--- src/rtl/pipe_stage_skid_if.sv ---
// Bundle interface for the skid-buffered pipeline stage: an upstream valid/ready
// bundle in and a downstream valid/ready bundle out. The slave modport is the stage's view.
interface pipe_stage_skid_if #(
  parameter int PC_WIDTH      = 12,
  parameter int DATA_WIDTH    = 16,
  parameter int NUM_OPS       = 3,
  parameter int REGADDR_WIDTH = 3,
  parameter int NUM_REGS      = 3,
  parameter int CTRL_WIDTH    = 7
) ();
  logic                              in_valid;
  logic                              in_ready;
  logic [CTRL_WIDTH-1:0]             in_ctrl;
  logic [PC_WIDTH-1:0]               in_pc;
  logic [NUM_OPS*DATA_WIDTH-1:0]     in_ops;
  logic [NUM_REGS*REGADDR_WIDTH-1:0] in_regs;

  logic                              out_valid;
  logic                              out_ready;
  logic [CTRL_WIDTH-1:0]             out_ctrl;
  logic [PC_WIDTH-1:0]               out_pc;
  logic [NUM_OPS*DATA_WIDTH-1:0]     out_ops;
  logic [NUM_REGS*REGADDR_WIDTH-1:0] out_regs;

  modport master (
    output in_valid, in_ctrl, in_pc, in_ops, in_regs, out_ready,
    input  in_ready, out_valid, out_ctrl, out_pc, out_ops, out_regs
  );

  modport slave (
    input  in_valid, in_ctrl, in_pc, in_ops, in_regs, out_ready,
    output in_ready, out_valid, out_ctrl, out_pc, out_ops, out_regs
  );
endinterface

--- src/rtl/pipe_stage_skid.sv ---
// Two-entry (main + skid) pipeline register with registered in_ready, synchronous
// flush, bubble control masking and saturating stall/flush statistics.
module pipe_stage_skid #(
  parameter int PC_WIDTH      = 12,
  parameter int DATA_WIDTH    = 16,
  parameter int NUM_OPS       = 3,
  parameter int REGADDR_WIDTH = 3,
  parameter int NUM_REGS      = 3,
  parameter int CTRL_WIDTH    = 7,
  parameter int CNT_WIDTH     = 8,
  parameter bit FLUSH_ZERO    = 1'b1
) (
  input  logic                 clk,
  input  logic                 reset,
  input  logic                 flush,
  pipe_stage_skid_if.slave     bus,
  output logic [CNT_WIDTH-1:0] stall_count,
  output logic [CNT_WIDTH-1:0] flush_count
);

  typedef struct packed {
    logic [CTRL_WIDTH-1:0]             ctrl;
    logic [PC_WIDTH-1:0]               pc;
    logic [NUM_OPS*DATA_WIDTH-1:0]     ops;
    logic [NUM_REGS*REGADDR_WIDTH-1:0] regs;
  } entry_t;

  typedef enum logic [1:0] {EMPTY, ONE, FULL} state_t;

  localparam logic [CNT_WIDTH-1:0] CNT_ONE = CNT_WIDTH'(1);
  localparam logic [CNT_WIDTH-1:0] CNT_MAX = '1;

  state_t               r_state;
  state_t               w_state_nxt;
  logic                 r_in_ready;
  entry_t               r_main;
  entry_t               r_skid;
  entry_t               w_in_entry;
  logic [CNT_WIDTH-1:0] r_stall_count;
  logic [CNT_WIDTH-1:0] r_flush_count;

  logic w_accept;
  logic w_consume;
  logic w_out_valid;
  logic w_load_main;
  logic w_load_skid;
  logic w_main_from_skid;
  logic w_clear;

  assign w_in_entry = '{ctrl: bus.in_ctrl, pc: bus.in_pc, ops: bus.in_ops, regs: bus.in_regs};

  assign w_out_valid = (r_state != EMPTY);
  assign w_accept    = bus.in_valid & r_in_ready;
  assign w_consume   = w_out_valid & bus.out_ready;

  // NOTE: state is updated with non-blocking assignments so every flop samples pre-edge values.
  always_ff @(posedge clk or posedge reset) begin
    if (reset) begin
      r_state    <= EMPTY;
      r_in_ready <= 1'b1;
    end else begin
      r_state    <= w_state_nxt;
      r_in_ready <= (w_state_nxt != FULL);
    end
  end

  // NOTE: every output of this block gets a default first, so no path can infer a latch.
  always_comb begin
    w_state_nxt      = r_state;
    w_load_main      = 1'b0;
    w_load_skid      = 1'b0;
    w_main_from_skid = 1'b0;
    w_clear          = 1'b0;
    case (r_state)
      EMPTY: begin
        if (w_accept) begin
          w_load_main = 1'b1;
          w_state_nxt = ONE;
        end
      end
      ONE: begin
        if (w_accept && w_consume) begin
          w_load_main = 1'b1;
        end else if (w_accept) begin
          w_load_skid = 1'b1;
          w_state_nxt = FULL;
        end else if (w_consume) begin
          w_state_nxt = EMPTY;
        end
      end
      FULL: begin
        // in_ready is low here, so only a consume can move the state.
        if (w_consume) begin
          w_main_from_skid = 1'b1;
          w_state_nxt      = ONE;
        end
      end
      default: w_state_nxt = EMPTY;
    endcase
    if (flush) begin
      w_state_nxt      = EMPTY;
      w_load_main      = 1'b0;
      w_load_skid      = 1'b0;
      w_main_from_skid = 1'b0;
      w_clear          = FLUSH_ZERO;
    end
  end

  // NOTE: the data entries are reset too, because the outputs must read zero during reset.
  always_ff @(posedge clk or posedge reset) begin
    if (reset) begin
      r_main <= '0;
      r_skid <= '0;
    end else if (w_clear) begin
      r_main <= '0;
      r_skid <= '0;
    end else begin
      if (w_load_main) begin
        r_main <= w_in_entry;
      end else if (w_main_from_skid) begin
        r_main <= r_skid;
      end
      if (w_load_skid) begin
        r_skid <= w_in_entry;
      end
    end
  end

  // Statistics keep counting through flush; only reset clears them.
  always_ff @(posedge clk or posedge reset) begin
    if (reset) begin
      r_stall_count <= '0;
      r_flush_count <= '0;
    end else begin
      if (w_out_valid && !bus.out_ready && (r_stall_count != CNT_MAX)) begin
        r_stall_count <= r_stall_count + CNT_ONE;
      end
      if (flush && (r_state != EMPTY) && (r_flush_count != CNT_MAX)) begin
        r_flush_count <= r_flush_count + CNT_ONE;
      end
    end
  end

  assign bus.in_ready  = r_in_ready;
  assign bus.out_valid = w_out_valid;
  assign bus.out_ctrl  = w_out_valid ? r_main.ctrl : '0;
  assign bus.out_pc    = r_main.pc;
  assign bus.out_ops   = r_main.ops;
  assign bus.out_regs  = r_main.regs;
  assign stall_count   = r_stall_count;
  assign flush_count   = r_flush_count;

endmodule

--- src/flat_wrapper.sv ---
// flat-port wrapper written by rule: the top's interface ports become plain ports
module pipe_stage_skid_flat 
#(
  parameter int PC_WIDTH      = 12,
  parameter int DATA_WIDTH    = 16,
  parameter int NUM_OPS       = 3,
  parameter int REGADDR_WIDTH = 3,
  parameter int NUM_REGS      = 3,
  parameter int CTRL_WIDTH    = 7,
  parameter int CNT_WIDTH     = 8,
  parameter bit FLUSH_ZERO    = 1'b1
)
  (clk, reset, flush, stall_count, flush_count, bus_in_valid, bus_in_ctrl, bus_in_pc, bus_in_ops, bus_in_regs, bus_out_ready, bus_in_ready, bus_out_valid, bus_out_ctrl, bus_out_pc, bus_out_ops, bus_out_regs);
  pipe_stage_skid_if #(.PC_WIDTH(PC_WIDTH), .DATA_WIDTH(DATA_WIDTH), .NUM_OPS(NUM_OPS), .REGADDR_WIDTH(REGADDR_WIDTH), .NUM_REGS(NUM_REGS), .CTRL_WIDTH(CTRL_WIDTH)) bus_i ();
  input  logic clk;
  input  logic reset;
  input  logic flush;
  output logic [CNT_WIDTH-1:0] stall_count;
  output logic [CNT_WIDTH-1:0] flush_count;
  input wire logic [$bits(bus_i.in_valid)-1:0] bus_in_valid;
  input wire logic [$bits(bus_i.in_ctrl)-1:0] bus_in_ctrl;
  input wire logic [$bits(bus_i.in_pc)-1:0] bus_in_pc;
  input wire logic [$bits(bus_i.in_ops)-1:0] bus_in_ops;
  input wire logic [$bits(bus_i.in_regs)-1:0] bus_in_regs;
  input wire logic [$bits(bus_i.out_ready)-1:0] bus_out_ready;
  output wire logic [$bits(bus_i.in_ready)-1:0] bus_in_ready;
  output wire logic [$bits(bus_i.out_valid)-1:0] bus_out_valid;
  output wire logic [$bits(bus_i.out_ctrl)-1:0] bus_out_ctrl;
  output wire logic [$bits(bus_i.out_pc)-1:0] bus_out_pc;
  output wire logic [$bits(bus_i.out_ops)-1:0] bus_out_ops;
  output wire logic [$bits(bus_i.out_regs)-1:0] bus_out_regs;
  assign bus_i.in_valid = bus_in_valid;
  assign bus_i.in_ctrl = bus_in_ctrl;
  assign bus_i.in_pc = bus_in_pc;
  assign bus_i.in_ops = bus_in_ops;
  assign bus_i.in_regs = bus_in_regs;
  assign bus_i.out_ready = bus_out_ready;
  assign bus_in_ready = bus_i.in_ready;
  assign bus_out_valid = bus_i.out_valid;
  assign bus_out_ctrl = bus_i.out_ctrl;
  assign bus_out_pc = bus_i.out_pc;
  assign bus_out_ops = bus_i.out_ops;
  assign bus_out_regs = bus_i.out_regs;
  pipe_stage_skid #(.PC_WIDTH(PC_WIDTH), .DATA_WIDTH(DATA_WIDTH), .NUM_OPS(NUM_OPS), .REGADDR_WIDTH(REGADDR_WIDTH), .NUM_REGS(NUM_REGS), .CTRL_WIDTH(CTRL_WIDTH), .CNT_WIDTH(CNT_WIDTH), .FLUSH_ZERO(FLUSH_ZERO)) u_core (.clk(clk), .reset(reset), .flush(flush), .bus(bus_i), .stall_count(stall_count), .flush_count(flush_count));
endmodule
--- config.mk ---
export PLATFORM = sky130hd
export DESIGN_NAME = pipe_stage_skid_flat
export DESIGN_NICKNAME = d
export VERILOG_FILES = /design/src/rtl/pipe_stage_skid_if.sv /design/src/rtl/pipe_stage_skid.sv /design/src/flat_wrapper.sv
export SDC_FILE = /design/constraint.sdc
export NUM_CORES = 1
export LEC_CHECK = 0
export ABC_AREA = 1
export CAP_MARGIN = 20
export CORE_ASPECT_RATIO = 1.5
export CORE_MARGIN = 2
export CORE_UTILIZATION = 35
export CTS_CLUSTER_DIAMETER = 80
export DETAILED_ROUTE_END_ITERATION = 10
export GPL_TIMING_DRIVEN = 0
export PLACE_DENSITY = 0.66
export SKIP_LAST_GASP = 1
export SYNTH_ARGS = -nofsm -noshare
export SYNTH_HDL_FRONTEND = slang
export SYNTH_SLANG_ARGS = --single-unit
--- constraint.sdc ---
create_clock -name clk -period 6.6 [get_ports clk]
set_input_delay 1.32 -clock clk [delete_from_list [all_inputs] [get_ports clk]]
set_output_delay 1.32 -clock clk [all_outputs]
set_load 0.01 [all_outputs]
==> impl_metrics.ini, run 1 <==
[setup_path]
crit_slowest_cell = clkdlybuf4s50_1
path_buf_inv = 2
crit_path_max_incr_delay_ns = 0.52
cp.arrival_ns = 1.86
cpMostUsedCell = nor2_1
path_class = reg2out
path_cells = nor2_1 > buf_2 > nor2_1 > clkdlybuf4s50_1
crit_path_end_kind = output pin
critPathTopFamily = buffers and inverters
cp-start-kind = flip-flop
cp_data_required_time_ns = 5.28
crit_path_max_fanout = 10

[run_status]
outcome = complete, no violations

[synth]
synthesis.instances = 1195
syn-cell-area_um2 = 8860
async_flop_share_pct = 100
synth_top_area_share_pct = 48.0
yosysMostFrequentCell = nand2_1
synth_compound_area_share_pct = 6.20
ys.flop_type = dfrtp_1
synth_top_area_cell = dfrtp_1
synthXorXnorAreaFrac_pct = 0.890
synthAdderAreaFrac_pct = 0.282
synth.area.top_cells = dfrtp_1, nand2_1, inv_1
synth_top_family_by_area = simple AND/OR/NAND/NOR gates
ys_warn_count = 0
synth.area.mux_share_pct = 0
synth_simple_gate_area_share_pct = 24.6
synth_nets = 1278
seq_area_frac_synth_pct = 48.3
avgSynthCellArea_um2 = 7.41
synth_edf_count = 0
ys_ff_latch = 171
synthDistinctLibCells = 26
netlist_top_cells_count = nand2_1, inv_1, dfrtp_1

[detailed_routing]
ant_nets = 0
drt-vias-per-instance = 4.42
drtIter0Drc = 376
vias = 7660
firstDrtPassIters = 7
wl_um = 23600
routedWlPerCell_um = 13.6
drc = 0

[power]
power.density_nw_per_um2 = 260
power_uw = 3040
power_leakage_uw = 0.00652
ir_drop_mv = 0.182

[layout]
syn2layout_area_growth_pct = 31.7
nFillCells = 2449
post-route-util_pct = 46.8
drive_gt1_share_pct = 10.7
design_area_um2 = 11700
nets = 1472
final_cells = 1732

[timing]
finalSetupViolCount = 0
final.min_clock_period_ns = 3.18
period_share_pct = 48.2
skew_ns = 0.00780
max_freq_mhz = 314
tns_ns = 0
hold_violations = 0
worstMarginPinSlew_ns = 0.590
slew_headroom_pct = 60.7
rsz0062_at_grt = false
drv_slew = 0

[global_routing]
grt_pass1_wl_um = 37900
grt_start_max_net_pins = 100
antenna_found_initial = 4
grt_pass1_vias = 7526
grt.met1_usage_pct = 21.3
track_usage_pct = 18.3
top_usage_layer = met2
grt_overflow = 0
met2_usage_pct = 32.3
met3_usage_pct = 3.36

[clocking]
clkSlewWorstSetupHoldPaths_ns = 0.07
cts_tree = built
cts_max_level = 4
clock_sinks = 171
insertion_delay_ns = 0.43
post_cts_resized = 0
cts_buffer_depth = 2
cts_buffers = 17
cts_hold_buf = 0
clock-root-buffer = clkbuf_16
cts_setup_buffers = 0

[floorplan]
boundaryPins = 175
dieArea_um2 = 26600
rows = 71
core_um2 = 25000
chipWidth_um = 134
floorplan.initialDensity_pct = 35.5
fp.dieH_um = 199

[min_path]
min_path_type = reg2reg

[place]
postPlaceCellArea_um2 = 11000
port_buffers = 174
hpwl_um = 16700
dp_cells = 1698
routabilityCongestion = 0.830

[flow_run]
cap_violations = 0
[final cells by class]
class / instances / area, um2 / area share, %
antenna: 3 / 7.51 / 0.0643
buffer: 126 / 793 / 6.80
clock buffer: 20 / 447 / 3.83
clock inverter: 11 / 170 / 1.46
inverter: 254 / 961 / 8.23
multi-input combinational: 644 / 2830 / 24.3
sequential: 171 / 4280 / 36.7
tap: 328 / 410 / 3.52
timing repair buffer: 175 / 1770 / 15.2
[per-stage QoR]
stage               hold WS, ns  setup WS [ns]
finish                    0.478           3.42
global placement          0.463          -1.95
detailed placement        0.466           3.17
global route              0.506           3.32
CTS                       0.484           3.39
floorplan                 0.449          0.650
[report_power, final]
group          leakage [uW]  switching (uW)  internal, uW  total, uW
clock              0.000292             423           641       1060
sequential          0.00231            81.3          1150       1230
combinational       0.00392             377           366        743
total               0.00652             881          2160       3040
[worst reg2reg max path, delay by kind of cell, from the launching register on]
kind / cells / cell delay [ns]
AO/OA/AOI/OAI: 1 / 0.28
AND/OR/NAND/NOR: 5 / 0.68
flip-flops: 1 / 0.55
buffers and inverters: 2 / 0.49
[kinds of logic after synthesis]
| group | after synthesis |
|---|---|
| flops | 171 |
| compound gates | 89 |
| xor+xnor | 9 |
| simple gates | 544 |
| fa+ha+maj | 2 |
| buf+inv | 380 |
[final timing paths]
check                      slack, ns                   start  depth (start not counted)                endpoint
setup / recovery                3.42       u_core.r_state[1]                          4         bus_out_ctrl[5]
hold / removal                  0.48  u_core.bus.out_ops[18]                          2  u_core.bus.out_ops[18]
setup reg to reg                4.55     u_core.bus.in_ready                          8    u_core.bus.out_pc[4]
hold reg to reg                 0.48  u_core.bus.out_ops[18]                          2  u_core.bus.out_ops[18]
max in group asynchronous       4.36                   reset                          3       u_core.r_skid[46]
min in group asynchronous       1.36                   reset                          2    u_core.bus.out_pc[1]
[state kept, by name (all words and copies together), names as in the netlist]
register             cells
u_core.r_skid           76
u_core.r_main            7
u_core.bus.out_pc       12
u_core.bus.in_ready      1
u_core.bus.out_ops      48
u_core.r_state           2
u_core.flush_count       8
u_core.stall_count       8
u_core.bus.out_regs      9
[cell usage in the layout, fill, tap and decap left out]
master	n
clkbuf_1	18
nand3b_1	2
o22ai_1	75
xor2_1	3
bufinv_16	4
inv_8	1
nand4_1	4
nor2_1	19
clkinv_4	2
xnor2_1	6
clkdlybuf4s50_1	174
dfstp_2	1
nand2_1	430
a21oi_1	2
nand3_1	82
buf_16	1
nor2_2	1
buf_2	31
clkinv_2	2
inv_2	7
buf_4	75
o21ai_0	1
clkbuf_8	1
a21boi_2	1
a21oi_2	1
nor3_1	4
diode_2	3
o21ai_1	9
ha_1	2
inv_1	246
nand2_2	1
clkinvlp_4	3
clkbuf_16	17
nor2_4	1
dfrtp_1	170
buf_1	4
[layer usage]
metal  share of wire, %  vias up
met3                4.3       42
met2                 51      185
met1                 42     3533
li1                   -     3900
met4                3.3        0
met5                  0        -
Note: power is estimated with default switching activity, not from simulation.
==> run 2, diff against run 1 <==
PLACE_DENSITY = 0.68   (was 0.66)
clock period = 2.8 ns   (was 6.6 ns; I/O delays follow)
==> run 2 against run 1 <==
Worst hold slack worse by 0.00074 ns; via count up 0.78%; register-to-register slack worse by 3.9 ns; global-route usage about the same; clock skew up 0.00098 ns; count of clock-buffer cells in the layout unchanged; critical path type unchanged.
==> impl_metrics.ini, run 2 (synthesis results as in run 1) <==
[run_status]
outcome = complete, no violations

[layout]
design_area_um2 = 11700
final_cell_mix = nand2_1, inv_1, clkdlybuf4s50_1, dfrtp_1, nand3_1
nets = 1476
multiInputGateArea_um2 = 2830
largest-register = u_core.r_skid
layout.cells.most_common = nand2_1
syn2layout_area_growth_pct = 31.9
largest_register_ffs = 76
drive_gt1_share_pct = 11.0
nFillCells = 2500
register_area_um2 = 4280

[global_routing]
antenna_found_initial = 3
grt_overflow = 0
grt_start_max_net_pins = 42
grt_pass1_wl_um = 38200
grt_pass1_vias = 7631
track_usage_pct = 18.3

[setup_path]
crit_slowest_cell = clkdlybuf4s50_1
cp-start-kind = flip-flop
r2r_slack_ns = 0.69
cp.arrival_ns = 1.87
crit_path_max_incr_delay_ns = 0.54
worstRegToRegCells = 8
crit_path_end_kind = output pin
path_class = reg2out
crit_path_max_fanout = 10
path_cells = nor2_1 > buf_2 > nor2_1 > clkdlybuf4s50_1
r2r_start = u_core.bus.in_ready
cpMostUsedCell = nor2_1
timing.rr.end = u_core.bus.out_pc[5]
cp_data_required_time_ns = 2.24

[power]
switchingPower_uw = 2040
ir_drop_mv = 0.430
p_int_uw = 4950
power_leakage_uw = 0.00654
pwr-share-clk_pct = 33.2
combPwrFrac_pct = 25.2
seq_power_share_pct = 41.6
power.density_nw_per_um2 = 598
switching_share_pct = 29.2

[timing]
period_share_pct = 87.0
finalSetupViolCount = 0
worstMarginPinSlew_ns = 0.581
max_freq_mhz = 411
rsz0062_at_grt = false
skew_ns = 0.00878
hold_violations = 0
setup_ws_ns = 0.365
slew_headroom_pct = 61.3
drv_slew = 0
final.min_clock_period_ns = 2.43

[floorplan]
fp.dieH_um = 199
floorplan.initialDensity_pct = 35.5
core_um2 = 25000
dieArea_um2 = 26600
boundaryPins = 175
chipWidth_um = 134
rows = 71

[detailed_routing]
firstDrtPassIters = 6
drc = 0
routedWlPerCell_um = 13.6
drtIter0Drc = 449
wl_um = 23600
vias = 7720
ant_nets = 0
drt-vias-per-instance = 4.45

[flow_run]
cap_violations = 0

[place]
postPlaceCellArea_um2 = 11100
preCtsSetupSlack_ns = 0.113
hpwl_um = 17100
routabilityCongestion = 0.809
port_buffers = 174

[clocking]
post_cts_resized = 0
clock_sinks = 171
cts_setup_buffers = 0
cts_hold_buf = 0
cts_buffer_depth = 2
clkSlewWorstSetupHoldPaths_ns = 0.06
cts_max_level = 4
cts_buffers = 17
clock-root-buffer = clkbuf_16
insertion_delay_ns = 0.43
cts_tree = built

[min_path]
hold_path_depth = 2
min_from = u_core.bus.out_ops[12]
hold_end = u_core.bus.out_ops[12]
min_path_type = reg2reg
[run 2: worst max-delay path by stage]
stage                             endpoint  depth (start not counted)         startpoint  slack, ns
finish                     bus_out_ctrl[5]                          4  u_core.r_state[1]       0.37
global route               bus_out_ctrl[4]                          4  u_core.r_state[1]       0.28
CTS                        bus_out_ctrl[3]                          4  u_core.r_state[1]       0.32
detailed placement    u_core.bus.out_pc[5]                          9       bus_in_valid       0.11
global placement    u_core.bus.out_ops[33]                          2              reset      -1.52
floorplan            u_core.bus.out_ops[0]                          1              reset       0.06
[run 2: final cells by class]
type	instances	area share, %
sequential	171	36.6
multi-input combinational	644	24.2
timing repair buffer	179	15.8
inverter	254	8.19
buffer	126	6.79
clock buffer	20	3.99
tap	328	3.51
clock inverter	9	0.835
antenna	2	0.0428
[run 2: worst max-delay path: cells and delay by family, from the launching register on]
| family | cells | cell delay (ns) |
|---|---|---|
| flops | 1 | 0.43 |
| buf+inv | 2 | 0.80 |
| simple gates | 2 | 0.22 |
[run 2: power by group through the flow]
| stage | clock network, uW | registers [uW] | logic, uW |
|---|---|---|---|
| after floorplan | 0 | 2940 | 990 |
| after global placement | 0 | 2950 | 1740 |
| after detailed placement | 0 | 2950 | 1780 |
| after CTS | 2380 | 2910 | 1790 |
| after global routing | 2480 | 2940 | 1970 |
| final | 2320 | 2910 | 1760 |
[run 2: layer usage]
layer / share of wire [%] / GRT usage (%) / vias to the layer above
met5: 0 / 0 / -
met4: 2.8 / 7.88 / 0
met3: 3.9 / 3.11 / 38
met2: 51 / 32.1 / 173
met1: 42 / 22.1 / 3606
li1: - / - / 3903
[run 2: through the flow]
| step | power [uW] | TNS (ns) | utilization, % | hold WS (ns) | instances |
|---|---|---|---|---|---|
| 3_3_place_gp | 4690 | -256.70 | 44.1 | 0.462 | 1697 |
| 4_1_cts | 7080 | 0 | 46.8 | 0.483 | 1731 |
| 2_1_floorplan | 3930 | 0 | - | 0.449 | 1195 |
| 6_report | 6990 | 0 | 46.8 | 0.477 | 1733 |
| 3_5_place_dp | 4730 | 0 | 44.5 | 0.466 | 1702 |
| 5_1_grt | 7390 | 0 | 46.8 | 0.499 | 1733 |
==> run 3, diff against run 2 <==
CORE_ASPECT_RATIO = 1.75   (was 1.5)
PLACE_DENSITY = 0.66   (was 0.68)
clock period = 2.7 ns   (was 2.8 ns; I/O delays follow)
==> run 3 against run 2 <==
Clock skew up 0.0036 ns; non-clock buffer count fell by 1; clock power up 3%; design area shrank 0.35%; global-route usage about the same; core utilization down 0.33 points.
==> impl_metrics.ini, run 3 (synthesis results as in run 1) <==
[run_status]
outcome = complete, no violations

[min_path]
hold_end = u_core.bus.out_pc[2]
min_path_type = reg2reg
hold_path_depth = 2
min_from = u_core.bus.out_pc[2]

[timing]
setup_ws_ns = 0.253
slew_headroom_pct = 56.3
final.min_clock_period_ns = 2.45
hold_ws_ns = 0.481
period_share_pct = 90.6
rsz0062_at_grt = false
worstMarginPinSlew_ns = 0.654
max_freq_mhz = 409
finalSetupViolCount = 0
skew_ns = 0.0124
hold_violations = 0
drv_slew = 0

[setup_path]
crit_path_max_fanout = 10
worstRegToRegCells = 6
cp-start-kind = flip-flop
path_class = reg2out
crit_path_end_kind = output pin
r2r_slack_ns = 0.57
cp_data_required_time_ns = 2.16
timing.rr.end = u_core.r_state[1]
cp.arrival_ns = 1.91
critPathLaunch = u_core.r_state[1]
r2r_start = u_core.bus.in_ready

[clocking]
cts_tree = built
cts_setup_buffers = 0
post_cts_resized = 0
clock_sinks = 171
insertion_delay_ns = 0.43
clkSlewWorstSetupHoldPaths_ns = 0.07
clock-root-buffer = clkbuf_16
cts_buffer_depth = 2
cts_hold_buf = 0
cts_buffers = 17
cts_max_level = 4

[floorplan]
floorplan.initialDensity_pct = 35.4
chipWidth_um = 124
core_um2 = 25000
fp.dieH_um = 214
boundaryPins = 175
rows = 77
dieArea_um2 = 26700

[detailed_routing]
routedWlPerCell_um = 14.0
wl_um = 24000
drtIter0Drc = 408
vias = 7761
firstDrtPassIters = 5
drc = 0
ant_nets = 0
drt-vias-per-instance = 4.51

[global_routing]
top_usage_layer = met2
grt.met1_usage_pct = 20.9
met2_usage_pct = 34.1
grt_pass1_wl_um = 39200
met3_usage_pct = 2.72
grt_pass1_vias = 7814
grt_overflow = 0
grt_start_max_net_pins = 41
antenna_found_initial = 0
track_usage_pct = 18.3

[flow_run]
cap_violations = 0

[layout]
post-route-util_pct = 46.5
syn2layout_area_growth_pct = 31.4
register_area_um2 = 4280
nets = 1475
largest-register = u_core.r_skid
diodes = 0
drive_gt1_share_pct = 11.1
final_cell_mix = nand2_1, inv_1, clkdlybuf4s50_1, dfrtp_1, nand3_1
largest_register_ffs = 76
nFillCells = 2499
layout.cells.most_common = nand2_1
multiInputGateArea_um2 = 2830

[place]
preCtsSetupSlack_ns = 0.131
routabilityCongestion = 0.811
port_buffers = 174
hpwl_um = 17400

[power]
power_leakage_uw = 0.00652
power.density_nw_per_um2 = 623
ir_drop_mv = 0.418
==> run 3: cell types whose count changed in the layout (fill, tap and decap cells not counted) <==
| cell | previous run | this run |
|---|---|---|
| inv_6 | 0 | 5 |
| clkbuf_8 | 3 | 0 |
| clkinv_2 | 6 | 3 |
| clkinv_4 | 0 | 3 |
| clkinvlp_4 | 2 | 4 |
| diode_2 | 2 | 0 |
| buf_12 | 5 | 4 |
| bufinv_16 | 2 | 1 |
==> run 3: worst max-delay path: stages, from the launching register on <==
cell,delay [ns]
dfrtp_1,0.44
nor2_1,0.16
buf_2,0.28
nor2_1,0.07
clkdlybuf4s50_1,0.53
==> run 3: layer usage <==
metal  up-vias  wire, um
li1       3902         -
met1      3627      9680
met2       199     12900
met3        33       882
met4         0       590
met5         -         0
==> run 3: how the worst max path moves through the flow <==
stage / cells past startpoint / slack [ns] / to
2_1_floorplan: 1 / -0.02 / u_core.bus.out_ops[0]
3_3_place_gp: 2 / -1.56 / u_core.bus.out_ops[33]
3_5_place_dp: 7 / 0.13 / u_core.r_state[1]
4_1_cts: 4 / 0.21 / bus_out_ctrl[3]
5_1_grt: 4 / 0.14 / bus_out_ctrl[3]
6_report: 4 / 0.25 / bus_out_ctrl[3]
==> run 3: area by class of cell <==
| cell class | instances | share of cell area [%] |
|---|---|---|
| Buffer | 126 | 6.81 |
| Tap cell | 316 | 3.40 |
| Multi-Input combinational cell | 644 | 24.3 |
| Timing Repair Buffer | 178 | 15.6 |
| Clock buffer | 17 | 3.65 |
| Clock inverter | 15 | 1.18 |
| Inverter | 254 | 8.22 |
| Sequential cell | 171 | 36.8 |
==> run 3: per-stage QoR <==
step	setup TNS [ns]	instances	cell area (um2)	total power, uW
final	0	1721	11600	7250
after global routing	0	1721	11600	7650
after CTS	0	1721	11600	7320
after detailed placement	0	1689	11100	4910
after global placement	-262.79	1685	11000	4870
after floorplan	-3.72	1195	8860	4070
==> run 3: power by group <==
group	leakage [uW]	total [uW]	switching, uW	internal, uW
Sequential	0.00231	3010	202	2810
Clock	0.000271	2400	1120	1280
Combinational	0.00394	1830	931	903
